### config.mk
export PLATFORM = sky130hd
export DESIGN_NAME = hmulti_sink
export DESIGN_NICKNAME = d
export VERILOG_FILES = /design/src/rtl/hmulti_sink_pkg.sv /design/src/rtl/hmsink_debouncer.sv /design/src/rtl/hmulti_sink.sv
export SDC_FILE = /design/constraint.sdc
export NUM_CORES = 1
export LEC_CHECK = 0
export BUFFER_PORTS_ARGS = -buffer_cell sky130_fd_sc_hd__buf_2
export CORE_UTILIZATION = 30
export CTS_BUF_LIST = sky130_fd_sc_hd__clkbuf_4
export DETAILED_ROUTE_END_ITERATION = 8
export PLACE_DENSITY = 0.61
export SETUP_SLACK_MARGIN = 0.3
export SLEW_MARGIN = 25
export SYNTH_ARGS = -nofsm -noshare
export SYNTH_HDL_FRONTEND = slang
export SYNTH_SLANG_ARGS = --single-unit
### constraint.sdc
create_clock -name gch_clk -period 6.1 [get_ports gch_clk]
set_input_delay 0.61 -clock gch_clk [delete_from_list [all_inputs] [get_ports gch_clk]]
set_output_delay 0.61 -clock gch_clk [all_outputs]
set_load 0.02 [all_outputs]
### src/rtl/hmulti_sink_pkg.sv
// hmulti_sink_pkg
// Shared constants for the multi-channel terminal sink: on/off levels,
// default field widths, default req debounce depth, channel FSM state
// encodings and a small popcount helper used by the total counter.
package hmulti_sink_pkg;

    localparam logic NS_ON  = 1'b1;
    localparam logic NS_OFF = 1'b0;

    localparam int NS_ADDRESS_SIZE = 8;
    localparam int NS_DATA_SIZE    = 8;
    localparam int NS_REDUN_SIZE   = 2;
    localparam int NS_REQ_CKS      = 3;

    localparam logic [1:0] NS_SNK_IDLE  = 2'd0;
    localparam logic [1:0] NS_SNK_ACKED = 2'd1;
    localparam logic [1:0] NS_SNK_ERR   = 2'd2;

    // Number of set bits in a 16-bit vector (up to 16 channels).
    function automatic logic [4:0] popcount16(input logic [15:0] v);
        logic [4:0] c;
        c = 5'd0;
        for (int i = 0; i < 16; i++) begin
            c = c + {4'd0, v[i]};
        end
        return c;
    endfunction

endpackage

### src/rtl/hmsink_debouncer.sv
// hmsink_debouncer
// Debounces one 4-phase request line. ckd_req rises on the edge where the
// run of consecutive high samples reaches REQ_CKS and falls on the first
// edge that samples req low.
// Ports:
//   clk     - clock
//   reset   - asynchronous, active-high reset
//   req     - raw request
//   ckd_req - debounced request
//   rdy     - idle: no run in progress and ckd_req low
module hmsink_debouncer
    import hmulti_sink_pkg::*;
#(
    parameter int REQ_CKS = NS_REQ_CKS
) (
    input  logic clk,
    input  logic reset,
    input  logic req,
    output logic ckd_req,
    output logic rdy
);

    localparam int CW = $clog2(REQ_CKS + 1);
    localparam logic [CW-1:0] CKS_L = CW'(REQ_CKS);

    logic [CW-1:0] cnt_r;
    logic          ckd_r;

    // Run-length counter of high samples; holds at REQ_CKS once qualified.
    always_ff @(posedge clk or posedge reset) begin
        if (reset) begin
            cnt_r <= CW'(0);
            ckd_r <= NS_OFF;
        end else if (!req) begin
            cnt_r <= CW'(0);
            ckd_r <= NS_OFF;
        end else if (!ckd_r) begin
            cnt_r <= cnt_r + CW'(1);
            if (cnt_r == CKS_L - CW'(1)) begin
                ckd_r <= NS_ON;
            end else begin
                ckd_r <= NS_OFF;
            end
        end else begin
            cnt_r <= cnt_r;
            ckd_r <= ckd_r;
        end
    end

    assign ckd_req = ckd_r;
    assign rdy     = (cnt_r == CW'(0)) && !ckd_r;

endmodule

### src/rtl/hmulti_sink.sv
// hmulti_sink
// Multi-channel terminal sink. Each channel debounces its req, checks dst
// against MY_LOCAL_ADDR and acks matching messages; a mismatch parks the
// channel in ERR until reset. Keeps per-channel counters, a global
// saturating total, an XOR of accepted data, a sticky done flag and a
// sticky first-error record (lowest channel wins on ties).
// Ports:
//   gch_clk, gch_reset         - clock, async active-high reset
//   gch_ready                  - initialised and all debouncers idle
//   rcv_req/rcv_ack_out        - per-channel 4-phase handshake
//   rcv_src/dst/dat/red        - per-channel message fields (red unused)
//   msg_cnt                    - per-channel saturating accept counts
//   dat_xor                    - XOR of all accepted data
//   done                       - total accepted reached EXPECTED
//   err0_*                     - first error: flag, channel, src, dst, dat
module hmulti_sink
    import hmulti_sink_pkg::*;
#(
    parameter int MY_LOCAL_ADDR = 0,
    parameter int NUM_CHNLS     = 2,
    parameter int ASZ           = NS_ADDRESS_SIZE,
    parameter int DSZ           = NS_DATA_SIZE,
    parameter int RSZ           = NS_REDUN_SIZE,
    parameter int CNT_SZ        = 8,
    parameter int EXPECTED      = 0,
    parameter int RCV_REQ_CKS   = NS_REQ_CKS,
    parameter int CHW           = 4
) (
    input  logic                      gch_clk,
    input  logic                      gch_reset,
    output logic                      gch_ready,
    input  logic [NUM_CHNLS-1:0]      rcv_req,
    output logic [NUM_CHNLS-1:0]      rcv_ack_out,
    input  logic [NUM_CHNLS*ASZ-1:0]  rcv_src,
    input  logic [NUM_CHNLS*ASZ-1:0]  rcv_dst,
    input  logic [NUM_CHNLS*DSZ-1:0]  rcv_dat,
    input  logic [NUM_CHNLS*RSZ-1:0]  rcv_red,
    output logic [NUM_CHNLS*CNT_SZ-1:0] msg_cnt,
    output logic [DSZ-1:0]            dat_xor,
    output logic                      done,
    output logic                      err0_error,
    output logic [CHW-1:0]            err0_chn,
    output logic [ASZ-1:0]            err0_src,
    output logic [ASZ-1:0]            err0_dst,
    output logic [DSZ-1:0]            err0_dat
);

    localparam int TOT_SZ = CNT_SZ + $clog2(NUM_CHNLS);
    localparam int SUM_SZ = TOT_SZ + 5;
    localparam logic [TOT_SZ-1:0] TOT_MAX = {TOT_SZ{1'b1}};
    localparam logic [ASZ-1:0]    MY_ADDR_L = ASZ'(MY_LOCAL_ADDR);

    logic [NUM_CHNLS-1:0] ckd_s;
    logic [NUM_CHNLS-1:0] rdy_s;
    logic [NUM_CHNLS-1:0] accept_s;
    logic [NUM_CHNLS-1:0] err_s;

    logic                 init_r;
    logic [TOT_SZ-1:0]    total_r;
    logic [DSZ-1:0]       dat_xor_r;
    logic                 done_r;
    logic                 err_r;
    logic [CHW-1:0]       err_chn_r;
    logic [ASZ-1:0]       err_src_r;
    logic [ASZ-1:0]       err_dst_r;
    logic [DSZ-1:0]       err_dat_r;

    logic [DSZ-1:0]       xor_next_s;
    logic [4:0]           pop_s;
    logic [SUM_SZ-1:0]    sum_s;
    logic [TOT_SZ-1:0]    total_next_s;
    logic                 done_next_s;
    logic                 err_any_s;
    logic [CHW-1:0]       err_sel_chn_s;
    logic [ASZ-1:0]       err_sel_src_s;
    logic [ASZ-1:0]       err_sel_dst_s;
    logic [DSZ-1:0]       err_sel_dat_s;
    logic                 unused_red_s;

    assign unused_red_s = ^rcv_red;

    for (genvar g = 0; g < NUM_CHNLS; g++) begin : g_chn
        logic [1:0]        state_r;
        logic              ack_r;
        logic [CNT_SZ-1:0] cnt_r;
        logic              dst_ok_s;

        hmsink_debouncer #(
            .REQ_CKS (RCV_REQ_CKS)
        ) u_deb (
            .clk     (gch_clk),
            .reset   (gch_reset),
            .req     (rcv_req[g]),
            .ckd_req (ckd_s[g]),
            .rdy     (rdy_s[g])
        );

        assign dst_ok_s    = (rcv_dst[g*ASZ +: ASZ] == MY_ADDR_L);
        assign accept_s[g] = (state_r == NS_SNK_IDLE) && ckd_s[g] && dst_ok_s;
        assign err_s[g]    = (state_r == NS_SNK_IDLE) && ckd_s[g] && !dst_ok_s;

        // Channel handshake FSM; ERR is absorbing until reset.
        always_ff @(posedge gch_clk or posedge gch_reset) begin
            if (gch_reset) begin
                state_r <= NS_SNK_IDLE;
                ack_r   <= NS_OFF;
            end else begin
                case (state_r)
                    NS_SNK_IDLE: begin
                        if (accept_s[g]) begin
                            state_r <= NS_SNK_ACKED;
                            ack_r   <= NS_ON;
                        end else if (err_s[g]) begin
                            state_r <= NS_SNK_ERR;
                            ack_r   <= NS_OFF;
                        end else begin
                            state_r <= NS_SNK_IDLE;
                            ack_r   <= NS_OFF;
                        end
                    end
                    NS_SNK_ACKED: begin
                        if (!ckd_s[g]) begin
                            state_r <= NS_SNK_IDLE;
                            ack_r   <= NS_OFF;
                        end else begin
                            state_r <= NS_SNK_ACKED;
                            ack_r   <= NS_ON;
                        end
                    end
                    NS_SNK_ERR: begin
                        state_r <= NS_SNK_ERR;
                        ack_r   <= NS_OFF;
                    end
                    default: begin
                        state_r <= NS_SNK_IDLE;
                        ack_r   <= NS_OFF;
                    end
                endcase
            end
        end

        // Per-channel accept counter, saturating at all-ones.
        always_ff @(posedge gch_clk or posedge gch_reset) begin
            if (gch_reset) begin
                cnt_r <= CNT_SZ'(0);
            end else if (accept_s[g] && (cnt_r != {CNT_SZ{1'b1}})) begin
                cnt_r <= cnt_r + CNT_SZ'(1);
            end else begin
                cnt_r <= cnt_r;
            end
        end

        assign rcv_ack_out[g]                 = ack_r;
        assign msg_cnt[g*CNT_SZ +: CNT_SZ]    = cnt_r;
    end

    // Fold every word accepted this cycle into the running XOR.
    always_comb begin
        xor_next_s = dat_xor_r;
        for (int i = 0; i < NUM_CHNLS; i++) begin
            if (accept_s[i]) begin
                xor_next_s = xor_next_s ^ rcv_dat[i*DSZ +: DSZ];
            end else begin
                xor_next_s = xor_next_s;
            end
        end
    end

    // Saturating total plus the done condition it implies this cycle.
    always_comb begin
        pop_s = popcount16(16'(accept_s));
        sum_s = SUM_SZ'(total_r) + SUM_SZ'(pop_s);
        if (sum_s > SUM_SZ'(TOT_MAX)) begin
            total_next_s = TOT_MAX;
        end else begin
            total_next_s = TOT_SZ'(sum_s);
        end
        done_next_s = done_r ||
                      ((EXPECTED != 0) && (64'(total_next_s) >= 64'(EXPECTED)));
    end

    // Error arbitration: walk from the top so the lowest index is kept.
    always_comb begin
        err_any_s     = 1'b0;
        err_sel_chn_s = CHW'(0);
        err_sel_src_s = ASZ'(0);
        err_sel_dst_s = ASZ'(0);
        err_sel_dat_s = DSZ'(0);
        for (int i = NUM_CHNLS - 1; i >= 0; i--) begin
            if (err_s[i]) begin
                err_any_s     = 1'b1;
                err_sel_chn_s = CHW'(i);
                err_sel_src_s = rcv_src[i*ASZ +: ASZ];
                err_sel_dst_s = rcv_dst[i*ASZ +: ASZ];
                err_sel_dat_s = rcv_dat[i*DSZ +: DSZ];
            end else begin
                err_any_s     = err_any_s;
            end
        end
    end

    // Global accounting registers and the first-error record.
    always_ff @(posedge gch_clk or posedge gch_reset) begin
        if (gch_reset) begin
            init_r    <= NS_OFF;
            total_r   <= TOT_SZ'(0);
            dat_xor_r <= DSZ'(0);
            done_r    <= NS_OFF;
            err_r     <= NS_OFF;
            err_chn_r <= CHW'(0);
            err_src_r <= ASZ'(0);
            err_dst_r <= ASZ'(0);
            err_dat_r <= DSZ'(0);
        end else begin
            init_r    <= NS_ON;
            total_r   <= total_next_s;
            dat_xor_r <= xor_next_s;
            done_r    <= done_next_s;
            if (err_any_s && !err_r) begin
                err_r     <= NS_ON;
                err_chn_r <= err_sel_chn_s;
                err_src_r <= err_sel_src_s;
                err_dst_r <= err_sel_dst_s;
                err_dat_r <= err_sel_dat_s;
            end else begin
                err_r     <= err_r;
                err_chn_r <= err_chn_r;
                err_src_r <= err_src_r;
                err_dst_r <= err_dst_r;
                err_dat_r <= err_dat_r;
            end
        end
    end

    assign gch_ready  = init_r && (&rdy_s);
    assign dat_xor    = dat_xor_r;
    assign done       = done_r;
    assign err0_error = err_r;
    assign err0_chn   = err_chn_r;
    assign err0_src   = err_src_r;
    assign err0_dst   = err_dst_r;
    assign err0_dat   = err_dat_r;

endmodule
# --- Word-level counts from Yosys, hierarchy flattened ---
# Index checks and enable logic that the tools add are counted.
classes:
  multipliers: 0
  div: 0
  shift: 0
  bitwise_logic: 2
  reduce_logical: 24
  eq_ne: 10
  muxes: 36
  n_lt_le_gt_ge: 0
  n_addsub: 4
op_table:
  columns: ["cell", "n"]
  rows:
  - ["2-to-1 mux 8 bit", 8]
  - ["adder 8 x 1 -> 8 bit (second input constant)", 2]
  - ["zero test 8 bit", 2]
  - ["2-to-1 mux 2 bit", 8]
  - ["inequality test 8 bit (second input constant)", 2]
  - ["XOR 8 bit", 2]
  - ["2-to-1 mux 1 bit", 15]
  - ["logical AND 1 bit", 12]
  - ["case mux 2 bit (3 select lines)", 2]
  - ["equality test 2 bit (second input constant)", 4]
  - ["zero test 2 bit", 4]
  - ["zero test 1 bit", 5]
  - ["adder 2 x 1 -> 2 bit (second input constant)", 2]
  - ["equality test 2 x 1 -> 1 bit (second input constant)", 2]
  - ["2-to-1 mux 4 bit", 1]
  - ["inequality test 2 bit (second input constant)", 2]
  - ["case mux 1 bit (2 select lines)", 2]
  - ["AND reduction 2 bit", 1]
word_totals:
  memories: 0
  elab_cells: 93
  latch_bits: 0
  regBits: 66
  input_bits: 56
  rom_bits: 0
  ram_bits: 0

# --- Depth between registers and ports, before layout ---
# Gate-level depths: netlist of the first run.
depth:
  word_depth: 6
  depth_mapped: 6
  depth_no_buf: 5

# --- Cells and area by module ---
# From an unflattened synthesis of the first run, not the netlist that was laid out.
unflattened:
  hier_cells: 274
  area_unflattened_um2: 3074.2
modules_own_cells:
  columns: ["module", "seq_area_each_um2", "area_per_inst_um2", "cells_per_inst", "instances"]
  rows:
  - ["hmulti_sink", 1426.4, 2756.4, 246, 1]
  - ["hmsink_debouncer", 75.1, 158.9, 14, 2]

# --- Worst setup path before layout of the first run ---
# No wires, ideal clock.
synth_path:
  path_type: "in2reg"
  startpoint: "input rcv_dst[8]"
  endpoint: "register g_chn[1].cnt_r[6]"
  path_buffers: 0
  t_arrival_ps: 2139
  slack_ps: 3836
  required_ps: 5975
  setup_time_ps: 125
  stages: 4
  path_cell_list: "or4_1 > or4_4 > nor2_1 > mux2_2"
synth_via:
  elab_chain_cells: 3
synth_lines:
  columns: ["element", "line", "source"]
  rows:
  - ["start: declaration", "hmulti_sink.sv:35", "input logic [NUM_CHNLS*ASZ-1:0] rcv_dst,"]
  - ["zero test 8 bit", "hmulti_sink.sv:98", "assign dst_ok_s = (rcv_dst[g*ASZ +: ASZ] == MY_ADDR_L);"]
  - ["logical AND 1 bit", "hmulti_sink.sv:99", "assign accept_s[g] = (state_r == NS_SNK_IDLE) && ckd_s[g] && dst_ok_s;"]
  - ["logical AND 1 bit", "hmulti_sink.sv:146", "end else if (accept_s[g] && (cnt_r != {CNT_SZ{1'b1}})) begin"]
  - ["end signal: assignment", "hmulti_sink.sv:147", "cnt_r <= cnt_r + CNT_SZ'(1);"]
  - ["end signal: assignment", "hmulti_sink.sv:149", "cnt_r <= cnt_r;"]
  - ["end: declaration", "hmulti_sink.sv:85", "logic [CNT_SZ-1:0] cnt_r;"]
# Every way passes these cells.
# A chain may end at the register's enable or synchronous reset.

# --- Worst setup path in the final report of the first run ---
layout_path:
  startpoint: "register g_chn[1].u_deb.ckd_r"
  endpoint: "register err_dst_r[4], in the netlist err0_dst[4]"
layout_via:
  elab_chain_cells: 5
layout_lines:
  columns: ["element", "line", "source"]
  rows:
  - ["start: declaration", "hmsink_debouncer.sv:27", "logic ckd_r;"]
  - ["start signal: assignment", "hmsink_debouncer.sv:46", "ckd_r <= ckd_r;"]
  - ["logical AND 1 bit * (2 in a row)", "hmulti_sink.sv:100", "assign err_s[g] = (state_r == NS_SNK_IDLE) && ckd_s[g] && !dst_ok_s;"]
  - ["2-to-1 mux 1 bit (2 in a row)", "hmulti_sink.sv:190", "if (err_s[i]) begin"]
  - ["logical AND 1 bit", "hmulti_sink.sv:219", "if (err_any_s && !err_r) begin"]
  - ["end signal: assignment", "hmulti_sink.sv:223", "err_dst_r <= err_sel_dst_s;"]
  - ["end signal: assignment", "hmulti_sink.sv:229", "err_dst_r <= err_dst_r;"]
  - ["end: declaration", "hmulti_sink.sv:65", "logic [ASZ-1:0] err_dst_r;"]
# Mark *: on every way between the ends. The rest lies on a longest branch, timed or not.

==> results of run 1 <==
[critical path, stage by stage (launching register included)]
cell and delay [ns]:
dfrtp_1 0.51, or3b_4 0.45, a211oi_4 0.65, nor2_1 0.08, buf_4 0.24, a221o_2 0.35
[where the power goes]
part	total [mW]	internal (mW)	switching [mW]
sequential	0.463	0.441	0.0224
clock	0.313	0.166	0.147
combinational	0.122	0.0602	0.0615
total	0.898	0.667	0.231
[registers in the layout, indices dropped and copies added (netlist names)]
name	count
g_chn.u_deb.ckd_req	2
err0_dst	8
g_chn.u_deb.cnt_r	4
g_chn.cnt_r	16
init_r	1
err0_chn	1
err0_error	1
g_chn.state_r	4
dat_xor	8
g_chn.ack_r	2
err0_src	8
err0_dat	8
[metrics by stage]
stage | util | std cells | setup WS [ns]
after global placement | 0.380 | 505 | 3.34
after floorplan | - | 278 | 3.84
after global routing | 0.396 | 520 | 3.51
final | 0.396 | 520 | 3.72
after CTS | 0.396 | 520 | 3.66
after detailed placement | 0.381 | 505 | 3.46
[cell usage after synthesis (all sizes together), types with 9 or more instances]
cell type	count
dfrtp	63
a21oi	9
nand4	9
o21ai	9
xnor2	15
nand2	15
and3	16
a221o	20
nand3	9
buf	9
nor2	11
[per-layer routing]
metal,vias up,track usage,part of all wire,wire (um)
met5,-,0,0,0
met4,0,0.0618,0.017,132
met3,12,0.0276,0.049,373
met2,84,0.223,0.45,3420
met1,1233,0.208,0.48,3670
li1,1224,-,-,-
[logic make-up after synthesis]
family                   count (synthesis)
flip-flops                              63
buffers and inverters                   25
AO/OA/AOI/OAI                           48
AND/OR/NAND/NOR                         99
adder cells (fa/ha/maj)                  6
other                                    2
XOR/XNOR                                25
multiplexers                             7
[cell type report]
class | count | area, um2
repair buffers | 111 | 573
inverters | 8 | 30.0
clock inverters | 5 | 73.8
multi-input cells | 190 | 1410
flip-flops and latches | 63 | 1580
clock buffers | 10 | 75.1
fillers | 1014 | 5960
well taps | 133 | 166
[path summary, 6_finish.rpt]
kind                                         from                     end  slack, ns  depth (start not counted)
max                        g_chn[1].u_deb.ckd_req             err0_dst[4]       3.72                          5
min                                     gch_reset                  init_r       0.44                          3
max reg2reg                g_chn[1].u_deb.ckd_req             err0_dst[4]       3.72                          5
min reg2reg                           err0_chn[0]             err0_chn[0]       0.51                          2
max in group asynchronous               gch_reset              dat_xor[1]       5.14                          3
min in group gch_clk                   rcv_req[0]  g_chn[0].u_deb.ckd_req       0.44                          2
==> impl_metrics.ini, run 1 <==
[run_status]
status = finished clean

[synthesis]
synthTopCellsByArea = dfrtp_1 51%, a221o_1 6.2%, xnor2_1 4.3%
synth_top_area_frac = 0.512
ys_seq_elements = 63
syn_area_um2 = 3080
yosysSeqAreaShare = 0.512
synth_adder_area_share = 0.0244
synth_top_area_cell = dfrtp_1
synth_compound_area_frac = 0.121
synth_edf_count = 0
synthArstFlopShare = 1.00
synth.area.mux_share = 0.0248
synth.avg_cell_area_um2 = 11.2
synthSimpleGateAreaFrac = 0.196
yosys_warnings = 0
post_synth_xor_area_fraction = 0.0808
ys.flop_type = dfrtp_1
synth_top_family_by_area = simple AND/OR/NAND/NOR gates
syn_inst = 275
yosysUniqueCellTypes = 42

[drt]
dr.pass1.iters = 4
viasPerCell = 4.91
routed_wl_um = 7600
ant_nets = 0
vias = 2553
drt_iter0_markers = 109
drt-wirelength-per-cell_um = 14.6
route.detailed.drc = 0

[place]
placed_cell_area_um2 = 3750
place.gp.congestion = 0.746
numPortBuffers = 104
dp_hpwl_um = 5450

[clocking]
clk_latency_ns = 0.40
clockBufferDepth = 2
cts_sinks = 63
cts_tree = yes
cts_max_level = 3
cts_root_buf = clkbuf_4
post-cts-setup-buffers = 0
post_cts_resized = 0
clkTransAtPathRegs_ns = 0.11
holdBufCountCts = 0
cts_made_buffers = 9

[timing]
timing.final.crit_share = 0.390
worst_slew_pin_slew_ns = 0.798
max_freq_mhz = 420
period_needed_ns = 2.38
skew_ns = 0.0213
slew_headroom = 0.468
finalMaxSlewViolations = 0
finalSetupTns_ns = 0
rsz0062_at_grt = false
setup_viol = 0
final-hold-violation-count = 0
finalHoldWorstSlack_ns = 0.439

[layout]
area_growth_pct = 26.7
nets = 445
final_area_um2 = 3900
drive_gt1_frac = 0.370
layout_commonest_cell = buf_2
num_antenna_cells = 0
final_cell_mix = 104 x buf_2, 63 x dfrtp_1, 19 x a221o_1, 16 x and3_1

[floorplan]
core-area_um2 = 9860
start_util = 0.312
fp-row-count = 36
io_pins = 113
die_w_um = 103
dieArea_um2 = 10700
die_y_um = 103

[worst_setup_path]
cp_data_arrival_time_ns = 2.68
worstSetupStartpointType = register
crit_fanout = 20
crit_type = register to register
crit_path_end_kind = register
required_ns = 6.39

[global_route]
grt_first_pass_wirelength_um = 11800
grt_max_degree = 64
grt_pass1_vias = 2321
gr-total-overflow = 0
grtUsageTotal = 0.148
antenna_found_initial = 0

[job]
cap_violations = 0

[pwr]
irDropWorstVdd_mv = 0.101
p_leak_nw = 1.93
p_per_area_nw_per_um2 = 230
power_mw = 0.898

[hold_path]
hp-class = primary input to async pin
No activity file was read; power rests on OpenSTA's default activity.
==> run 2, diff against run 1 <==
clock period = 2.3 ns   (was 6.1 ns; I/O delays follow)
==> impl_metrics.ini, run 2 (synthesized netlist as in run 1, its figures left out) <==
[worst_setup_path]
crit_fanout = 5
required_ns = 2.59
rr_endpoint = g_chn[1].cnt_r[6]
r2r_start = g_chn[1].state_r[1]
crit_path_end_kind = register
reg2reg_slack_ns = 0.37
cp_data_arrival_time_ns = 2.23
reg2regPathDepth = 4
crit_type = register to register
worstSetupStartpointType = register

[floorplan]
dieArea_um2 = 10700
die_w_um = 103
fp-row-count = 36
io_pins = 113
start_util = 0.312
core-area_um2 = 9860
die_y_um = 103

[hold_path]
hp-class = primary input to register
hold_depth = 2
whs_endpoint = err0_src[2]
min_from = rcv_src[2]

[drt]
drt-wirelength-per-cell_um = 14.6
viasPerCell = 4.80
ant_nets = 0
route.detailed.drc = 0
dr.pass1.iters = 4
drt_iter0_markers = 77
vias = 2575
routed_wl_um = 7830

[clocking]
clk_latency_ns = 0.40
clockBufferDepth = 2
clkTransAtPathRegs_ns = 0.10
cts_made_buffers = 9
cts_max_level = 3
cts_sinks = 63
cts_tree = yes
cts_root_buf = clkbuf_4

[job]
cap_violations = 0

[place]
numPortBuffers = 104
place.gp.congestion = 0.775
placed_cell_area_um2 = 3850
dp_hpwl_um = 5880

[layout]
largest-register = g_chn.cnt_r
nets = 460
drive_gt1_frac = 0.397
largest_register_ffs = 16
area_growth_pct = 31.2
layout_commonest_cell = buf_2
num_antenna_cells = 0
final_cell_mix = 104 x buf_2, 62 x dfrtp_1, 20 x buf_4, 19 x a221o_1, 16 x and3_1
final_area_um2 = 4040
fin_util = 0.410

[timing]
setup_viol = 0
finalMaxSlewViolations = 0
timing.final.crit_share = 0.841
skew_ns = 0.0135
finalSetupTns_ns = 0
period_needed_ns = 1.93
rsz0062_at_grt = false
final-hold-violation-count = 0
max_freq_mhz = 517

[pwr]
sequentialPowerShare = 0.496
p_per_area_nw_per_um2 = 605
switchingPower_mw = 0.617
irDropWorstVdd_mv = 0.367
comb_power_share = 0.151
clkPwrFrac = 0.353
intPower_mw = 1.83
p_sw_frac = 0.252
p_leak_nw = 2.01

[global_route]
grt_first_pass_wirelength_um = 12300
grtUsageTotal = 0.153
antenna_found_initial = 0
gr-total-overflow = 0
grt_pass1_vias = 2508
grt_max_degree = 64

[run_status]
status = finished clean
## run 2: changes by cell type in the layout (fill, tap and decap cells not counted), sizes merged
cell         before  now
dlygate4sd3       0    1
buf             111  125
clkinv            3    2
clkbuf           10   12
## run 2: cell type report
| type | instances | area, um2 |
|---|---|---|
| Clock buffer | 12 | 90.1 |
| Clock inverter | 4 | 70.1 |
| Fill cell | 1003 | 5820 |
| Inverter | 8 | 30.0 |
| Multi-Input combinational cell | 190 | 1410 |
| Sequential cell | 63 | 1580 |
| Tap cell | 133 | 166 |
| Timing Repair Buffer | 126 | 701 |
## run 2: per-stage QoR
stage	total power [mW]	cells	hold slack (ns)	setup WS (ns)
floorplan	1.46	278	0.352	0.382
global placement	1.58	517	0.326	0.179
detailed placement	1.59	517	0.330	0.170
CTS	2.48	534	0.0267	0.330
global route	2.61	536	0.0186	0.305
finish	2.45	536	0.0628	0.366
## run 2: worst max-delay path, stage by stage (launching register included)
cell and delay (ns):
dfrtp_1 0.44, or3b_4 0.40, or4_4 0.52, nor2_1 0.13, mux2_2 0.34
## run 2: metal layers
metal | GRT usage | vias up | share of wire
li1 | - | 1249 | -
met1 | 0.198 | 1242 | 0.45
met2 | 0.251 | 76 | 0.48
met3 | 0.0437 | 8 | 0.057
met4 | 0.0390 | 0 | 0.0082
met5 | 0 | - | 0
## run 2: power groups by stage
stage	logic, mW	registers, mW	clock network [mW]
final	0.369	1.21	0.865
after global routing	0.424	1.23	0.959
after CTS	0.356	1.22	0.908
after detailed placement	0.353	1.24	0
after global placement	0.344	1.24	0
after floorplan	0.215	1.24	0
## run 2: timing repair
item | in CTS | in global routing
setup buffers | 0 | 2
setup endpoints to repair | 2 | 15
cloned | 0 | 0
hold buffers | 1 | 0
resized for setup | 1 | 1
endpoints found under the hold margin | 63 | 0
## run 2: worst max path at each step
stage	start	end	slack, ns	cells past startpoint
finish	g_chn[1].state_r[1]	g_chn[1].cnt_r[6]	0.37	4
global route	g_chn[0].state_r[1]	err0_dst[4]	0.30	5
CTS	g_chn[0].u_deb.ckd_req	err0_dst[4]	0.33	5
detailed placement	rcv_dst[8]	g_chn[1].cnt_r[6]	0.17	5
global placement	rcv_dst[8]	g_chn[1].cnt_r[6]	0.18	5
floorplan	g_chn[0].u_deb.ckd_req	err0_dst[4]	0.38	6
